File: src/rtl/q8_27_pkg.sv
// Q8.27 fixed-point types and limits shared by the saturating adder and subtractor.
package q8_27_pkg;

  localparam int unsigned Q_W    = 35;
  localparam int unsigned FRAC_W = 27;

  typedef logic signed [Q_W-1:0] q8_27_t;

  localparam q8_27_t Q_MAX = 35'sh3_FFFF_FFFF;
  localparam q8_27_t Q_MIN = 35'sh4_0000_0000;

endpackage

File: src/rtl/q8_27_sat.sv
// Combinational clamp of a sign-extended EXT_W-bit value into Q8.27, flagging overload.
module q8_27_sat
  import q8_27_pkg::*;
#(
  parameter int unsigned EXT_W = 48
) (
  input  logic [EXT_W-1:0] raw,
  output q8_27_t           diff,
  output logic             ovl
);

  localparam int unsigned HI_W = EXT_W - Q_W + 1;

  logic [HI_W-1:0] hi;

  // In range only when every bit from the Q8.27 sign bit upward agrees.
  always_comb begin
    hi  = raw[EXT_W-1:Q_W-1];
    ovl = !((&hi) || !(|hi));
    if (ovl) begin
      diff = raw[EXT_W-1] ? Q_MIN : Q_MAX;
    end else begin
      diff = $signed(raw[Q_W-1:0]);
    end
  end

endmodule

File: src/rtl/subtractor_q8_27_stream.sv
// Two-stage valid/ready saturating Q8.27 subtractor (diff = a - b) with sticky overload.
// Optional saturating overflow counter enabled by `SUB_Q8_27_OVF_CNT_EN.
module subtractor_q8_27_stream
  import q8_27_pkg::*;
#(
  parameter int unsigned EXT_W = 48,
  parameter int unsigned CNT_W = 16
) (
  input  logic             clk,
  input  logic             rst,
  input  logic             in_valid,
  output logic             in_ready,
  input  q8_27_t           a,
  input  q8_27_t           b,
  output logic             out_valid,
  input  logic             out_ready,
  output q8_27_t           diff,
  output logic             overload,
  output logic             ovf_sticky,
  input  logic             ovf_clr,
  output logic [CNT_W-1:0] ovf_cnt
);

  localparam int unsigned PAD_W = EXT_W - Q_W;

  logic             s1_valid;
  logic [EXT_W-1:0] s1_raw;
  logic [EXT_W-1:0] raw_next;
  logic             adv1;
  logic             adv2;
  q8_27_t           sat_diff;
  logic             sat_ovl;
  logic             deliver_ovl;

  assign adv2        = !out_valid || out_ready;
  assign adv1        = !s1_valid || adv2;
  assign in_ready    = adv1 && !rst;
  assign raw_next    = {{PAD_W{a[Q_W-1]}}, a} - {{PAD_W{b[Q_W-1]}}, b};
  assign deliver_ovl = out_valid && out_ready && overload;

  q8_27_sat #(.EXT_W(EXT_W)) u_sat (
    .raw  (s1_raw),
    .diff (sat_diff),
    .ovl  (sat_ovl)
  );

  // S1 holds the raw wide difference, S2 the clamped result.
  always_ff @(posedge clk or posedge rst) begin
    if (rst) begin
      s1_valid  <= 1'b0;
      s1_raw    <= '0;
      out_valid <= 1'b0;
      diff      <= '0;
      overload  <= 1'b0;
    end else begin
      if (adv1) begin
        s1_valid <= in_valid;
        if (in_valid) s1_raw <= raw_next;
      end
      if (adv2) begin
        out_valid <= s1_valid;
        if (s1_valid) begin
          diff     <= sat_diff;
          overload <= sat_ovl;
        end
      end
    end
  end

  // A clamped result handed off in the same cycle as a clear keeps the flag set.
  always_ff @(posedge clk or posedge rst) begin
    if (rst) begin
      ovf_sticky <= 1'b0;
    end else if (deliver_ovl) begin
      ovf_sticky <= 1'b1;
    end else if (ovf_clr) begin
      ovf_sticky <= 1'b0;
    end
  end

`ifdef SUB_Q8_27_OVF_CNT_EN
  always_ff @(posedge clk or posedge rst) begin
    if (rst) begin
      ovf_cnt <= '0;
    end else if (ovf_clr) begin
      ovf_cnt <= deliver_ovl ? CNT_W'(1) : '0;
    end else if (deliver_ovl && !(&ovf_cnt)) begin
      ovf_cnt <= ovf_cnt + CNT_W'(1);
    end
  end
`else
  assign ovf_cnt = '0;
`endif

endmodule

File: config.mk
export PLATFORM = sky130hd
export DESIGN_NAME = subtractor_q8_27_stream
export DESIGN_NICKNAME = d
export VERILOG_FILES = /design/src/rtl/q8_27_pkg.sv /design/src/rtl/q8_27_sat.sv /design/src/rtl/subtractor_q8_27_stream.sv
export SDC_FILE = /design/constraint.sdc
export NUM_CORES = 1
export LEC_CHECK = 0
export CORE_UTILIZATION = 50
export DETAILED_ROUTE_END_ITERATION = 16
export PLACE_DENSITY = 0.82
export SLEW_MARGIN = 20
export SYNTH_ARGS = -nofsm -noshare
export SYNTH_HDL_FRONTEND = slang
export SYNTH_SLANG_ARGS = --single-unit
File: constraint.sdc
create_clock -name clk -period 2.65 [get_ports clk]
set_input_delay 0.53 -clock clk [delete_from_list [all_inputs] [get_ports clk]]
set_output_delay 0.53 -clock clk [all_outputs]
set_load 0.02 [all_outputs]
# Yosys cells after proc, flatten, opt, wreduce, memory -nomap -nowiden
# Cells that the tools add are included.
# Widths: inputs -> output; s select.
[word_totals]
reg_bits = 87
[op_classes]
n_addsub = 1
mux = 4
reduce_logical = 16
[ops]
columns = ["op", "n"]
rows = [
  ["$mux 35", 2],
  ["$sub 35x35->36", 1],
  ["$reduce_and 14->1", 1],
  ["$reduce_or 14->1", 1],
  ["$logic_not 1->1", 5],
  ["$reduce_and 2->1", 2],
  ["$logic_and 1x1->1", 3],
  ["$logic_or 1x1->1", 3],
  ["$mux 1", 2],
  ["$reduce_bool 2->1", 1],
]

# Logic depth before layout (Yosys ltp)
# Gate-level depths: netlist of run 1.
[logic_depth]
word_depth = 4
depth_mapped = 11

# Modules after synthesis
# Synthesis of run 1 repeated with hierarchy kept, for this count alone.
[hier_totals]
hier_cells = 583
hier_area_um2 = 5347.6
[by_module_without_submodules]
columns = ["module", "instances", "cells_per_inst", "area_each_um2", "seq_area_each_um2"]
rows = [
  ["subtractor_q8_27_stream", 1, 497, 4747.1, 1876.8],
  ["q8_27_sat", 1, 86, 600.6, 0.0],
]

# Worst setup path before layout of run 1
# Ideal clock, no wire load.
[synth_path]
kind = "input to register"
start = "input a[0]"
end = "register s1_raw[26]"
arrival_time_ns = 2.559
path_slack_ns = 0.022
path_stages = 10
path_buffers = 0
cell_sequence = "inv_1 ha_1 fa_1 nand2b_1 a21o_1 a31o_2 a41oi_2 a21oi_1 or4_1 nand3_1"
[synth_via]
elab_chain_len = 1
[synth_lines]
columns = ["item", "line_no", "text"]
rows = [
  ["from (decl)", "subtractor_q8_27_stream.sv:13", "input q8_27_t a,"],
  ["$sub 35x35->36", "subtractor_q8_27_stream.sv:38", "assign raw_next = {{PAD_W{a[Q_W-1]}}, a} - {{PAD_W{b[Q_W-1]}}, b};"],
  ["to (signal assigned)", "subtractor_q8_27_stream.sv:58", "if (in_valid) s1_raw <= raw_next;"],
  ["to (decl)", "subtractor_q8_27_stream.sv:27", "logic [EXT_W-1:0] s1_raw;"],
]
# No other way between the ends.
# A chain may end at the register's enable or synchronous reset.

# Worst setup path in the final report of run 1
[layout_path]
start = "input b[10]"
end = "register s1_raw[31]"
[layout_via]
elab_chain_len = 1
[layout_lines]
columns = ["item", "line_no", "text"]
rows = [
  ["from (decl)", "subtractor_q8_27_stream.sv:14", "input q8_27_t b,"],
  ["$sub 35x35->36", "subtractor_q8_27_stream.sv:38", ""],
]
# No other way between the ends.

==> results of run 1 <==
==> cell families after synthesis <==
group / Yosys count
AOI/OAI and AO/OA: 216
xor gates and xnor gates: 30
adders and majority gates: 38
buffers and inverters: 97
DFF: 75
muxes: 2
other: 1
and+or+nand+nor: 196
==> repair_timing <==
action | CTS | global route
resized for setup | 14 | 37
setup endpoints to repair | 11 | 17
pin swaps | 8 | 21
setup buffers | 2 | 3
==> metal layers <==
| layer | track usage | vias up | part of all wire | wire [µm] |
|---|---|---|---|---|
| met5 | 0 | - | 0 | 0 |
| met4 | 0.108 | 0 | 0.021 | 303 |
| met3 | 0.0401 | 24 | 0.043 | 635 |
| met2 | 0.440 | 192 | 0.49 | 7150 |
| met1 | 0.351 | 2509 | 0.45 | 6530 |
| li1 | - | 2655 | - | - |
==> layout by cell type, fill, tap and decap left out, types with 7 or more instances in the layout <==
master                              n
sky130_fd_sc_hd__o21a_1             7
sky130_fd_sc_hd__conb_1            16
sky130_fd_sc_hd__nor2_1            30
sky130_fd_sc_hd__buf_4            116
sky130_fd_sc_hd__ha_4               8
sky130_fd_sc_hd__clkbuf_8           9
sky130_fd_sc_hd__nand2_1          112
sky130_fd_sc_hd__xnor2_1           11
sky130_fd_sc_hd__nand4_1           11
sky130_fd_sc_hd__nand3_1           11
sky130_fd_sc_hd__xor2_1            19
sky130_fd_sc_hd__o21ai_0          106
sky130_fd_sc_hd__clkdlybuf4s50_1  110
sky130_fd_sc_hd__dfrtp_1           75
sky130_fd_sc_hd__a21oi_2            8
sky130_fd_sc_hd__inv_1             44
sky130_fd_sc_hd__a21oi_1           41
sky130_fd_sc_hd__ha_1              26
==> power by group through the flow <==
stage / Clock, mW / Sequential, mW / Combinational [mW]
after floorplan: 0 / 1.97 / 0.928
after global placement: 0 / 1.71 / 2.17
after detailed placement: 0 / 1.73 / 2.23
after CTS: 0.961 / 1.71 / 2.27
after global routing: 1.02 / 1.75 / 2.56
final: 0.947 / 1.71 / 2.34
==> synthesized netlist by cell type (3+ instances only) <==
cell type / count
sky130_fd_sc_hd__or3_1: 3
sky130_fd_sc_hd__dfrtp_1: 75
sky130_fd_sc_hd__o21bai_1: 6
sky130_fd_sc_hd__nor3_1: 6
sky130_fd_sc_hd__o21a_1: 7
sky130_fd_sc_hd__o31ai_1: 3
sky130_fd_sc_hd__o211ai_1: 5
sky130_fd_sc_hd__clkbuf_1: 23
sky130_fd_sc_hd__o21ai_0: 110
sky130_fd_sc_hd__buf_2: 6
sky130_fd_sc_hd__xor2_1: 19
sky130_fd_sc_hd__nand2_1: 115
sky130_fd_sc_hd__and2_1: 3
sky130_fd_sc_hd__inv_1: 47
sky130_fd_sc_hd__buf_4: 17
sky130_fd_sc_hd__ha_1: 37
sky130_fd_sc_hd__a31oi_1: 8
sky130_fd_sc_hd__xnor2_1: 11
sky130_fd_sc_hd__nand3_1: 11
sky130_fd_sc_hd__nand2b_1: 6
sky130_fd_sc_hd__o21ai_1: 4
sky130_fd_sc_hd__nor2_1: 30
sky130_fd_sc_hd__a21o_1: 3
sky130_fd_sc_hd__a21oi_1: 48
sky130_fd_sc_hd__nand4_1: 11
==> final cells by class <==
class                      instances  area, µm²
clock buffer                       9        124
clock inverter                     7       92.6
fill                             698       2230
inverter                          47        176
multi-input combinational        498       3220
sequential                        75       1880
tap                              133        166
timing repair buffer             231       2030
==> worst max-delay path: cells and delay by family <==
kind | cells | cell delay [ns]
xor+xnor | 1 | 0.13
fa+ha+maj | 1 | 0.29
simple gates | 2 | 0.38
buf+inv | 4 | 0.78
compound gates | 4 | 0.85
==> sequential cells by signal, summed over array words and instances (netlist names) <==
signal      cells
s1_raw         36
diff           35
out_valid       1
overload        1
ovf_sticky      1
s1_valid        1
==> worst paths after layout <==
kind,endpoint,slack [ns],depth (start not counted)
worst max-delay path,s1_raw[31]$_DFFE_PP0P_,-0.04,12
worst min-delay path,s1_raw[28]$_DFFE_PP0P_,0.48,2
worst max register to register,diff[8]$_DFFE_PP0P_,0.44,5
worst min register to register,s1_raw[28]$_DFFE_PP0P_,0.48,2
max in group asynchronous,diff[33]$_DFFE_PP0P_,1.60,3
min in group asynchronous,s1_raw[0]$_DFFE_PP0P_,0.63,3
==> impl_metrics.yaml, run 1 <==
status:
  status: "complete, but fails checks"
  failed_checks: "setup timing"
critical_path:
  worstReg2RegStart: "s1_raw[46]$_DFFE_PP0P_"
  cp_data_required_time_ns: 2.93
  first_element_of_the_critical_path: "b[10]"
  setup.worst_path.start_class: "input port"
  worst-path-max-fanout: 5
  worstPathArrival_ns: 2.96
  timing.critical_path.to_type: "flip-flop"
  critPathSlowestCell: "sky130_fd_sc_hd__clkdlybuf4s50_1"
  timing.setup.critical_path_class: "in2reg"
  critPathMaxStageDelay_ns: 0.45
  critical_path.cell_chain: "clkdlybuf4s50_1 > inv_1 > ha_4 > buf_4 > nand2_1 > o21ai_0 > a21oi_1 > and3_2 > o211a_4 > buf_4 > xor2_1 > o21ai_1"
  critical-path-top-cell-by-count: "sky130_fd_sc_hd__buf_4"
power_and_ir_drop:
  power.switching_mw: 1.88
  leakagePower_nw: 3.50
  p_per_area_mw_per_mm2: 652
  comb_power_share: 0.468
  pwr-share-clk: 0.189
  post-layout-total-power_mw: 5.01
  ir_worst_vdd_mv: 0.557
  intPower_mw: 3.12
  power.switching_fraction: 0.376
  power.sequential.fraction: 0.342
detailed_routing:
  post_drt_via_cell_ratio: 5.38
  drt-pass1-iter-count: 5
  drtIter0Drc: 289
  number_of_drc_violations_after_detailed_routing: 0
  postRouteAntennaNets: 0
  routed_wire_length_per_instance_um: 14.6
  vias: 5380
  finalWirelength_um: 14600
timing:
  period_share: 1.01
  maxSlewHeadroom: 0.538
  fin_ws_ns: -0.0362
  final_hold_viol_count: 0
  rsz_0062_raised_after_global_routing: "true"
  hold_ws_ns: 0.480
  timing_max_transition_violations_final: 0
  totalNegativeSetupSlack_ns: -0.0897
  period_needed_ns: 2.69
  finalSetupViolCount: 3
  maxClockFrequency_ghz: 0.372
  finClkSkew_ns: 0.0103
  worst_slew_pin_slew_ns: 0.692
yosys:
  synth-adder-area-share: 0.0928
  synth.mux.area_fraction: 0.00409
  synth_xor_area_frac: 0.0505
  synth_sequential_area_ratio: 0.361
  synth-warning-count: 0
  synthesis.instances: 655
  yosysUniqueCellTypes: 57
  mappedNetlistArea_mm2: 0.00520
  synth_top_flop_cell: "sky130_fd_sc_hd__dfrtp_1"
  post-synth-top-area-cell: "sky130_fd_sc_hd__dfrtp_1"
  synth_simple_gate_area_share: 0.165
  asyncSetResetFlopFracSynth: 1.00
  synth.ff_latch_count: 75
  netlist_top_cells_area: "sky130_fd_sc_hd__dfrtp_1, sky130_fd_sc_hd__o21ai_0, sky130_fd_sc_hd__ha_1, sky130_fd_sc_hd__nand2_1, sky130_fd_sc_hd__a21oi_1"
  synth-edff-count: 0
  combinational_family_with_the_most_area_after_synthesis: "compound AO/OA/AOI/OAI gates"
  share_of_the_synthesized_area_in_the_top_cell_type: 0.361
  area_fraction_in_compound_gates_after_synthesis: 0.241
  synth_area_per_cell_um2: 7.94
clocking:
  htree_levels: 3
  clock_tree.buffer_depth: 2
  holdBufCountCts: 0
  insertion_delay_ns: 0.35
  cts_made_buffers: 9
  cts_tree: "done"
  ctsRootBufferMaster: "sky130_fd_sc_hd__clkbuf_8"
  cts.clk_slew.worst_paths_ns: 0.08
  cts_num_sinks: 75
placed_design:
  placed_cells: 979
  place_area_mm2: 0.00716
  port_buffers: 113
  place.gp.congestion: 0.886
  placement_stage_worst_setup_slack_ns: -0.534
  detailed_place_hpwl_um: 11000
global_routing:
  grt_antenna_before_repair: 0
  grt_pass1_wl_um: 23600
  first_global_vias: 5193
  grt_max_degree: 73
  grtUsageTotal: 0.267
  overflow: 0
layout:
  layout-drive-gt1-share: 0.211
  synth_to_layout_area_growth_pct: 47.7
  stdcell_area_mm2: 0.00768
  nNetsFinal: 975
  finish.cell_count_without_fillers: 1000
  post_layout_util: 0.775
  diodes: 0
die:
  floorplan.die_area_mm2: 0.0108
  dieHeight_um: 104
  fp.dieW_um: 104
  initial_utilization: 0.525
  std_cell_rows: 36
  floorplan.io_pins: 130
  core_mm2: 0.00991
min_path:
  hold_path.class: "reg2reg"
  hp-start: "s1_raw[28]$_DFFE_PP0P_"
job:
  cap_violations: 0
Power figures use the tool's default switching activity.
==> run 2, diff against run 1 <==
- SLEW_MARGIN: 20 -> not set
==> results of run 2 <==
No change in the layout: final DEF, timing and power equal those of run 1.
